**config.mk**
```make
export PLATFORM = sky130hd
export DESIGN_NAME = sha3_absorb_pad
export DESIGN_NICKNAME = d
export VERILOG_FILES = /design/src/rtl/sha3_pkg.sv /design/src/rtl/sha3_pad_gen.sv /design/src/rtl/sha3_absorb_pad.sv
export SDC_FILE = /design/constraint.sdc
export NUM_CORES = 2
export LEC_CHECK = 0
export CORE_AREA = 2 2 644 646
export CTS_BUF_LIST = sky130_fd_sc_hd__clkbuf_16
export DETAILED_ROUTE_END_ITERATION = 8
export DIE_AREA = 0 0 646 648
export PLACE_DENSITY = 0.32
export RECOVER_POWER = 25
export SLEW_MARGIN = 15
export SYNTH_ARGS = -nofsm -noshare
export SYNTH_HDL_FRONTEND = slang
export SYNTH_SLANG_ARGS = --single-unit
```
**constraint.sdc**
```tcl
create_clock -name ACLK -period 13.42 [get_ports ACLK]
set_input_delay 2.684 -clock ACLK [delete_from_list [all_inputs] [get_ports ACLK]]
set_output_delay 2.684 -clock ACLK [all_outputs]
set_load 0.005 [all_outputs]
```
**src/rtl/sha3_pkg.sv**
```systemverilog
// Shared SHA-3 definitions: variant codes, rate lookup, padding bytes,
// lane placement and the 1600-bit Keccak state type.
package sha3_pkg;

  typedef enum logic [1:0] {
    SHA3_224 = 2'd0,
    SHA3_256 = 2'd1,
    SHA3_384 = 2'd2,
    SHA3_512 = 2'd3
  } sha3_variant_e;

  typedef enum logic [1:0] {
    ST_FILL = 2'd0,
    ST_OUT  = 2'd1,
    ST_PAD  = 2'd2
  } absorb_state_e;

  typedef logic [4:0][4:0][63:0] keccak_state_t;

  localparam int STATE_BYTES = 200;
  localparam int STATE_LANES = 25;

  localparam logic [7:0] DOMAIN_PAD = 8'h06;
  localparam logic [7:0] FINAL_PAD  = 8'h80;

  // Rate in bytes: 1600 bits minus twice the digest length.
  function automatic logic [7:0] rateBytes(input sha3_variant_e variant);
    case (variant)
      SHA3_224: return 8'd144;
      SHA3_256: return 8'd136;
      SHA3_384: return 8'd104;
      default:  return 8'd72;
    endcase
  endfunction

  // Flat lane L lives at state[L % 5][L / 5].
  function automatic logic [2:0] laneX(input int lane);
    return 3'(lane % 5);
  endfunction

  function automatic logic [2:0] laneY(input int lane);
    return 3'(lane / 5);
  endfunction

endpackage

```
**src/rtl/sha3_pad_gen.sv**
```systemverilog
// Byte-enable and padding-byte masks for the 200-byte absorb buffer.
// The write window is [base, base+count); padding places the domain byte
// right after the last message byte and the final bit in the last rate byte,
// the two OR-ing together into 0x86 when they coincide.
module sha3_pad_gen
  import sha3_pkg::*;
(
  input  logic [7:0]                   i_base,
  input  logic [7:0]                   i_count,
  input  logic [7:0]                   i_rate,
  input  logic                         i_write,
  input  logic                         i_pad,
  output logic [STATE_BYTES-1:0]       o_byteEn,
  output logic [STATE_BYTES-1:0][7:0]  o_padBytes
);

  logic [7:0] w_end;
  logic [7:0] w_finalPos;

  assign w_end      = i_base + i_count;
  assign w_finalPos = i_rate - 8'd1;

  // Per-byte decode of the write window and the two padding positions.
  always_comb begin
    o_byteEn   = '0;
    o_padBytes = '0;
    for (int j = 0; j < STATE_BYTES; j++) begin
      o_byteEn[j] = i_write && (8'(j) >= i_base) && (8'(j) < w_end);
      if (i_pad && (8'(j) == w_end)) begin
        o_padBytes[j] = o_padBytes[j] | DOMAIN_PAD;
      end
      if (i_pad && (8'(j) == w_finalPos)) begin
        o_padBytes[j] = o_padBytes[j] | FINAL_PAD;
      end
    end
  end

endmodule

```
**src/rtl/sha3_absorb_pad.sv**
```systemverilog
// AXI-Stream front end of the SHA-3 core: packs message words into a
// rate-sized block, applies SHA-3 padding and offers each 1600-bit block
// to the permutation with a valid/ready handshake. Single buffer, so
// filling and offering never overlap.
module sha3_absorb_pad
  import sha3_pkg::*;
#(
  parameter int DATA_WIDTH = 16,
  parameter int KEEP_W     = DATA_WIDTH / 8
) (
  input  logic                  ACLK,
  input  logic                  ARESETN,
  input  logic [DATA_WIDTH-1:0] S_TDATA,
  input  logic [KEEP_W-1:0]     S_TKEEP,
  input  logic [1:0]            S_TUSER,
  input  logic                  S_TLAST,
  input  logic                  S_TVALID,
  output logic                  S_TREADY,
  output keccak_state_t         Block,
  output logic                  Block_valid,
  input  logic                  Block_ready,
  output logic                  Block_first,
  output logic                  Block_last,
  output logic [1:0]            Block_user
);

  absorb_state_e r_state;
  absorb_state_e w_nextState;

  logic [STATE_BYTES-1:0][7:0] r_buf;
  logic [7:0]                  r_n;
  logic                        r_first;
  logic                        r_last;
  logic                        r_padPending;
  logic                        r_inMsg;
  logic [1:0]                  r_user;

  logic                        w_accept;
  logic                        w_handshake;
  logic [1:0]                  w_rateVariant;
  logic [7:0]                  w_rate;
  logic [7:0]                  w_keepCount;
  logic [7:0]                  w_nNext;
  logic                        w_padNow;
  logic [7:0]                  w_genBase;
  logic [7:0]                  w_genCount;
  logic [STATE_BYTES-1:0]      w_byteEn;
  logic [STATE_BYTES-1:0][7:0] w_padBytes;
  logic [STATE_BYTES-1:0][7:0] w_mergedBuf;

  assign S_TREADY    = (r_state == ST_FILL);
  assign Block_valid = (r_state == ST_OUT);
  assign Block_first = (r_state == ST_OUT) && r_first;
  assign Block_last  = r_last;
  assign Block_user  = r_user;

  assign w_accept    = S_TVALID && (r_state == ST_FILL);
  assign w_handshake = (r_state == ST_OUT) && Block_ready;

  // The first beat of a message supplies the variant; afterwards the latch rules.
  assign w_rateVariant = ((r_state == ST_FILL) && !r_inMsg) ? S_TUSER : r_user;
  assign w_rate        = rateBytes(sha3_variant_e'(w_rateVariant));
  assign w_nNext       = r_n + w_keepCount;

  // Inline padding on a short last beat, or a pad-only block in PAD.
  assign w_padNow   = (w_accept && S_TLAST && (w_nNext < w_rate)) || (r_state == ST_PAD);
  assign w_genBase  = (r_state == ST_PAD) ? 8'd0 : r_n;
  assign w_genCount = (r_state == ST_PAD) ? 8'd0 : w_keepCount;

  // Count kept bytes; masks are contiguous-low so this is the byte length.
  always_comb begin
    w_keepCount = '0;
    for (int k = 0; k < KEEP_W; k++) begin
      w_keepCount = w_keepCount + 8'(S_TKEEP[k]);
    end
  end

  sha3_pad_gen u_padGen (
    .i_base     (w_genBase),
    .i_count    (w_genCount),
    .i_rate     (w_rate),
    .i_write    (w_accept),
    .i_pad      (w_padNow),
    .o_byteEn   (w_byteEn),
    .o_padBytes (w_padBytes)
  );

  // Beats always start on a word boundary, so buffer byte j takes word byte j % KEEP_W.
  always_comb begin
    w_mergedBuf = r_buf;
    for (int j = 0; j < STATE_BYTES; j++) begin
      if (w_byteEn[j]) begin
        w_mergedBuf[j] = S_TDATA[8*(j % KEEP_W) +: 8];
      end
      w_mergedBuf[j] = w_mergedBuf[j] | w_padBytes[j];
    end
  end

  // Flat buffer lanes laid out onto the [x][y] state grid.
  always_comb begin
    Block = '0;
    for (int l = 0; l < STATE_LANES; l++) begin
      Block[laneX(l)][laneY(l)] = r_buf[8*l +: 8];
    end
  end

  // FSM state register.
  always_ff @(posedge ACLK or negedge ARESETN) begin
    if (!ARESETN) begin
      r_state <= ST_FILL;
    end else begin
      r_state <= w_nextState;
    end
  end

  // FSM next-state: fill until a block is complete, offer it, optionally pad.
  always_comb begin
    w_nextState = r_state;
    case (r_state)
      ST_FILL: begin
        if (w_accept && (S_TLAST || (w_nNext == w_rate))) begin
          w_nextState = ST_OUT;
        end
      end
      ST_OUT: begin
        if (Block_ready) begin
          w_nextState = r_padPending ? ST_PAD : ST_FILL;
        end
      end
      ST_PAD:  w_nextState = ST_OUT;
      default: w_nextState = ST_FILL;
    endcase
  end

  // Buffer, byte count and message flags.
  always_ff @(posedge ACLK or negedge ARESETN) begin
    if (!ARESETN) begin
      r_buf        <= '0;
      r_n          <= '0;
      r_first      <= 1'b1;
      r_last       <= 1'b0;
      r_padPending <= 1'b0;
      r_inMsg      <= 1'b0;
      r_user       <= '0;
    end else begin
      case (r_state)
        ST_FILL: begin
          if (w_accept) begin
            r_buf   <= w_mergedBuf;
            r_n     <= w_nNext;
            r_inMsg <= !S_TLAST;
            if (!r_inMsg) begin
              r_user <= S_TUSER;
            end
            if (S_TLAST) begin
              if (w_nNext < w_rate) begin
                r_last <= 1'b1;
              end else begin
                r_padPending <= 1'b1;
              end
            end
          end
        end
        ST_OUT: begin
          if (w_handshake) begin
            r_buf   <= '0;
            r_n     <= '0;
            r_first <= !r_padPending && r_last;
            r_last  <= 1'b0;
          end
        end
        ST_PAD: begin
          r_buf        <= w_mergedBuf;
          r_last       <= 1'b1;
          r_padPending <= 1'b0;
        end
        default: ;
      endcase
    end
  end

endmodule

```
**Yosys cells after proc, flatten, opt, wreduce, memory -nomap -nowiden**

Index checks and enable logic that the tools add are counted.

- Bits in registers: 1616
- Input bits: 25
- Output and inout bits: 1606
- Logic and storage cells: 2674

- Add/sub/neg operators: 4
- Magnitude comparators: 401
- Equality and inequality tests: 410
- Muxes and demuxes: 623
- Bitwise logic cells: 201
- Reduce and logical (&&, ||, !) cells: 828

Operators with widths:

| operator | number |
|---|---|
| 1600-bit one-hot mux with 3 select lines | 1 |
| 8-bit two-way mux | 404 |
| 1600-bit two-way mux | 2 |
| 8-bit bitwise OR | 200 |
| 8-bit equality test (first input constant) | 144 |
| 7-bit by 8-bit equality test with 1-bit output (first input constant) | 128 |
| 1-bit logical AND | 808 |
| 3-bit two-way mux | 200 |
| 8-bit greater-or-equal comparator (first input constant) | 72 |
| 8-bit < comparator (first input constant) | 72 |
| 6-bit by 8-bit equality test with 1-bit output (first input constant) | 64 |
| 7-bit by 8-bit greater-or-equal comparator with 1-bit output (first input constant) | 64 |
| 7-bit by 8-bit < comparator with 1-bit output (first input constant) | 64 |
| 5-bit by 8-bit equality test with 1-bit output (first input constant) | 32 |
| 6-bit by 8-bit greater-or-equal comparator with 1-bit output (first input constant) | 32 |
| 6-bit by 8-bit < comparator with 1-bit output (first input constant) | 32 |
| 4-bit by 8-bit equality test with 1-bit output (first input constant) | 16 |
| 5-bit by 8-bit greater-or-equal comparator with 1-bit output (first input constant) | 16 |
| 5-bit by 8-bit < comparator with 1-bit output (first input constant) | 16 |
| 3-bit by 8-bit equality test with 1-bit output (first input constant) | 8 |
| 4-bit by 8-bit greater-or-equal comparator with 1-bit output (first input constant) | 8 |
| 4-bit by 8-bit < comparator with 1-bit output (first input constant) | 8 |
| 2-bit by 8-bit equality test with 1-bit output (first input constant) | 4 |
| 3-bit by 8-bit greater-or-equal comparator with 1-bit output (first input constant) | 4 |
| other kinds (33) | 68 |

**Depth between registers and ports, before layout**

- Depth in word-level cells: 14
- Gate-level depth with buffers: 19
- Mapped depth without buffers: 14

**Modules after synthesis**

Synthesis repeated with hierarchy kept, for this count alone.

- Cells, all modules: 13120
- Area, all modules: 105123.3 sq um

Modules (own cells, without submodules):

| module | times used | cells an instance | area each (sq um) | sequential area each (sq um) |
|---|---|---|---|---|
| sha3_absorb_pad | 1 | 10638 | 89435.8 | 40440.0 |
| sha3_pad_gen | 1 | 2482 | 15687.5 | 0.0 |

**Worst setup path before layout**

Ideal clock, no wire load.

- Path type: input port to flip-flop
- From: input S_TKEEP[0]
- To: register r_buf (netlist bit Block[769])
- Arrival time: 5.789 ns
- Required time: 13.326 ns
- Path slack: 7.537 ns
- Stages on the path: 14
- Path buffers: 1
- Path through: ha_1 ha_1 fa_1 nand2_1 nor2_1 xor2_1 ha_1 or3_1 o21ai_1 clkbuf_1 nand3_1 nor2_1 nor3_1 a211oi_1

- Word-level cells in the longest chain between the ends: 11
- Elaborated cells on any way between the ends: 17
- Those cells by class: add/sub (3); order compare (2); eq/ne (1); mux (6); bitwise (1); reduce/logical (4)

RTL lines:

| item | RTL line | source |
|---|---|---|
| start: declaration | sha3_absorb_pad.sv:14 | `input logic [KEEP_W-1:0] S_TKEEP,` |
| 1-bit by 1-bit adder with 2-bit output * | sha3_absorb_pad.sv:74 | `w_keepCount = w_keepCount + 8'(S_TKEEP[k]);` |
| 8-bit adder | sha3_absorb_pad.sv:63 | `assign w_nNext = r_n + w_keepCount;` |
| 8-bit < comparator | sha3_absorb_pad.sv:66 | `assign w_padNow = (w_accept && S_TLAST && (w_nNext < w_rate)) \|\| (r_state == ST_PAD);` |
| 1-bit logical AND | sha3_absorb_pad.sv:66 |  |
| 1-bit logical OR | sha3_absorb_pad.sv:66 |  |
| 1-bit logical AND | sha3_pad_gen.sv:29 | `if (i_pad && (8'(j) == w_end)) begin` |
| 3-bit two-way mux | sha3_pad_gen.sv:29 |  |
| 8-bit two-way mux | sha3_pad_gen.sv:32 | `if (i_pad && (8'(j) == w_finalPos)) begin` |
| 8-bit bitwise OR * | sha3_absorb_pad.sv:95 | `w_mergedBuf[j] = w_mergedBuf[j] \| w_padBytes[j];` |
| 1600-bit two-way mux | sha3_absorb_pad.sv:148 | `if (w_accept) begin` |
| 1600-bit one-hot mux with 3 select lines * | sha3_absorb_pad.sv:146 | `case (r_state)` |
| end signal: assignment | sha3_absorb_pad.sv:149 | `r_buf <= w_mergedBuf;` |
| end signal: assignment | sha3_absorb_pad.sv:173 | `r_buf <= w_mergedBuf;` |
| end: declaration | sha3_absorb_pad.sv:30 | `logic [STATE_BYTES-1:0][7:0] r_buf;` |

Every way passes the cells marked *; elsewhere a longest branch is shown, timed or not. The select of a mux whose other input is x is not followed.
A chain may end at the register's enable or synchronous reset.

==> impl_results.md <==
- Status: complete, but fails checks
- Failing checks: capacitance limit, slew limit
- CTS tree: done
- Worst-Margin Slew: 4.46 ns
- # rows: roughly 240
- Clk Tree Root Cell: clkbuf_16
- CP Data Required Time: roughly 14 ns
- Top-count cell post-synth: dfrtp_1
- Drt wl/cell: between 30 and 40 microns
- Final Setup Violations: 0
- Post-synthesis cell count: between 7000 and 8000
- Final ANT Viol Nets: 0
- Max Buffers Root-to-Sink: 4
- Power density over the cells: about 140 nW/um^2
- Placed Cells incl. Taps: roughly 14000
- Clk pin slew, worst setup/hold paths: ~0.050 ns
- Syn Area/Cell: between 9 and 10 sq um
- Initial antenna violation count: 45
- Placement Cell Area: 93400 sq um
- Maxcap violations: 12
- Resized cells post-CTS: 0
- Fin crit share: 0.589
- Post-layout min period: between 7 and 8 ns
- Share of synthesized registers carrying an async set or reset: 1.00
- Synth cell types: 95
- Seq/Total Area, Yosys: 0.584
- Worst-skew pair later-pin latency: between 0.9 and 1 ns
- Endpoint, Worst Hold: r_first$_DFFE_PN1P_
- Number of port buffers: between 1500 and 2000
- Final Wtd Congestion: ~0.97
- Overall power: ~14 mW
- Total Wirelength: 532000 microns
- Worst setup EP type: async pin
- RSZ-0062 raised after global routing: no
- Pins Over Slew Limit: between 500 and 600
- Die width: 646 microns
- Peak VDD IR: ~180 uV
- Most used cell, CP: clkbuf_1
- Fin cells: ~14000
- Hold Buf Count CTS: 0
- Hold Slack: 0.456 ns
- Die Ht: 648 microns
- Drt pass-1 iters: 5
- Setup tns final: 0 ns
- Clk_skew: 0.0658 ns
- Post-DP HPWL: 392000 microns
- Post-route cell area: approximately 100000 sq um
- Slew HR: -1.97
- Post-CTS Setup Repair Bufs: 0
- Stages on worst setup path: 4
- CP Launch Point: ARESETN
- Global route total overflow: 0
- CP Max Fanout: ~130
- Most used DFF post-synth: dfrtp_1
- Core region area: 412000 sq um
- TritonCTS Sinks: around 1600
- GRT Util Overall: 0.245
- Share of the synthesized area in the top cell type: 0.583
- WP data arrival: between 8 and 9 ns
- CP Class: in -> async
- CTS HTree Levels: 4
- Cts bufs inserted: 216
- Hold_sp: r_first$_DFFE_PN1P_
- Post-synth EDFFs: 0
- Post-Syn Area: around 69000 sq um
- Largest net degree at the start of global routing: 191
- Hold path cells: 2
- Residual DRC count: 0
- Worst Hold Class: reg -> reg
- Critical path's largest stage delay: 2.42 ns
- Initial Util: 0.168
- Global-route wire length before repair: between 600000 and 700000 microns
- Via count: between 60000 and 70000
- Synth area leader: dfrtp_1
- Worst r2r src: r_state[1]$_DFFE_PN0P_
- Share of cells above drive strength 1: 0.105
- Synth-to-Final Area Change: 44.8%
- Startpoint types: input pin
- Final core occ: 0.243
- Crit-path leading delay family: buffers and inverters
- Leakage: roughly 40 nW
- Syn_nets: ~7000
- F_max: 127 MHz
- Synth top area cells: dfrtp_1 58%, nand3_1 9.7%, o21ai_0 9.0%, nand2_1 4.0%, clkbuf_1 3.0%
- R2R Setup Slk: around 6.8 ns
- Num ports: approximately 1600
- Worst r2r path cells: 8
- Layout Nets: ~8500
- Worst r2r dst: Block[52]$_DFFE_PN0P_
- Buf/Inv on CP: 4
- Hold Fails Final Rpt: 0
- Post-Place Worst Slack: about 4.8 ns
- Drt via density: 4.64
- Syn. warnings: 0
- Synth Register Bits: around 1600
- # fillers: ~44000
- Vias in the first global route: ~65000
- DRT iter0 DRCs: around 5300
- Setup ws final: approximately 5.5 ns
- Die Area: between 400000 and 500000 sq um
- Commonest cells post-synth: 1615 x dfrtp_1, 1337 x nand3_1, 1241 x o21ai_0, 739 x nand2_1, 553 x clkbuf_1
- Crit-path cells: buf_16 -> clkbuf_1 -> clkbuf_1 -> buf_4
- Worst-path cell with the longest stage delay: clkbuf_1
logic make-up after synthesis:
kind of cell	Yosys count	share of synthesized area
compound gates	2102	0.191
xor+xnor	11	0.00139
fa+ha+maj	12	0.00238
buf+inv	724	0.0415
flops	1616	0.584
mux	103	0.0150
simple gates	2450	0.165
worst max-delay path by stage:
stage	slack, ns	endpoint
after floorplan	7.54	Block[769]$_DFFE_PN0P_
after global placement	4.24	Block[634]$_DFFE_PN0P_
after detailed placement	4.83	Block[537]$_DFFE_PN0P_
after CTS	5.89	Block[537]$_DFFE_PN0P_
after global routing	4.47	Block[1475]$_DFFE_PN0P_
final	5.52	Block[1475]$_DFFE_PN0P_
final cells by class:
cell class                      instances  area (sq um)  share of cell area
Antenna cell                           19          47.5            0.000474
Sequential cell                      1616         40400               0.403
Tap cell                             5474          6850              0.0683
Multi-Input combinational cell       4678         27200               0.271
Clock buffer                          217          5430              0.0541
Clock inverter                        173          1460              0.0146
Timing Repair Buffer                 1950         18800               0.187
Inverter                               25          93.8            0.000936
worst reg2reg max path, cell delays in order (launching register included):
cell and delay, ns:
dfrtp_1 0.61, nand2b_4 0.73, inv_1 0.36, nand2_4 0.54, clkbuf_1 2.18, buf_4 1.02
buf_4 0.80, nand3_1 0.20, o21ai_0 0.12
flip-flops by register name, indices dropped and copies added (netlist names):
register,cells
r_n,8
r_inMsg,1
Block,1600
Block_last,1
r_state,2
r_first,1
Block_user,2
r_padPending,1
power by group:
group | total [mW] | switching (mW) | leakage [nW] | internal [mW]
Clock | 5.83 | 2.52 | 3.49 | 3.32
Sequential | 5.02 | 0.0628 | 22.5 | 4.96
Combinational | 3.30 | 2.79 | 13.6 | 0.511
Total | 14.1 | 5.37 | 39.7 | 8.78
layout by cell type, fill, tap and decap left out, types with 15 or more instances in the layout:
cell / netlist / final
clkdlybuf4s50_1: 0 / 1617
dfrtp_1: 1615 / 1613
nand3_1: 1337 / 1335
o21ai_0: 1241 / 1232
nand2_1: 739 / 718
buf_4: 12 / 293
o211ai_1: 263 / 263
clkbuf_16: 0 / 217
nor2_1: 172 / 156
a21oi_1: 131 / 122
mux2i_1: 95 / 95
inv_1: 24 / 61
clkinv_1: 1 / 58
a221o_1: 55 / 55
a211o_1: 37 / 37
clkinv_2: 0 / 34
and2_1: 36 / 33
o21ai_1: 39 / 28
nor3_1: 32 / 27
o221ai_1: 38 / 27
and3_1: 25 / 25
a21o_1: 23 / 23
o211ai_2: 26 / 20
a31oi_1: 22 / 20
o21ai_2: 4 / 20
o221ai_2: 15 / 20
bufinv_16: 0 / 20
diode_2: 0 / 19
nand2_4: 0 / 17
a211oi_4: 0 / 17
a31o_2: 16 / 16
a221oi_4: 1 / 16
o22ai_1: 17 / 16
a211oi_1: 18 / 15
layer usage:
metal	vias up	track usage	share of wire	routed length, microns
li1	28300	-	-	-
met1	33900	0.290	0.39	209000
met4	4	0.120	0.057	30400
met2	2795	0.405	0.47	250000
met3	712	0.0723	0.080	42500
met5	-	0	0.000073	39
Note: power is estimated with default switching activity, not from simulation.
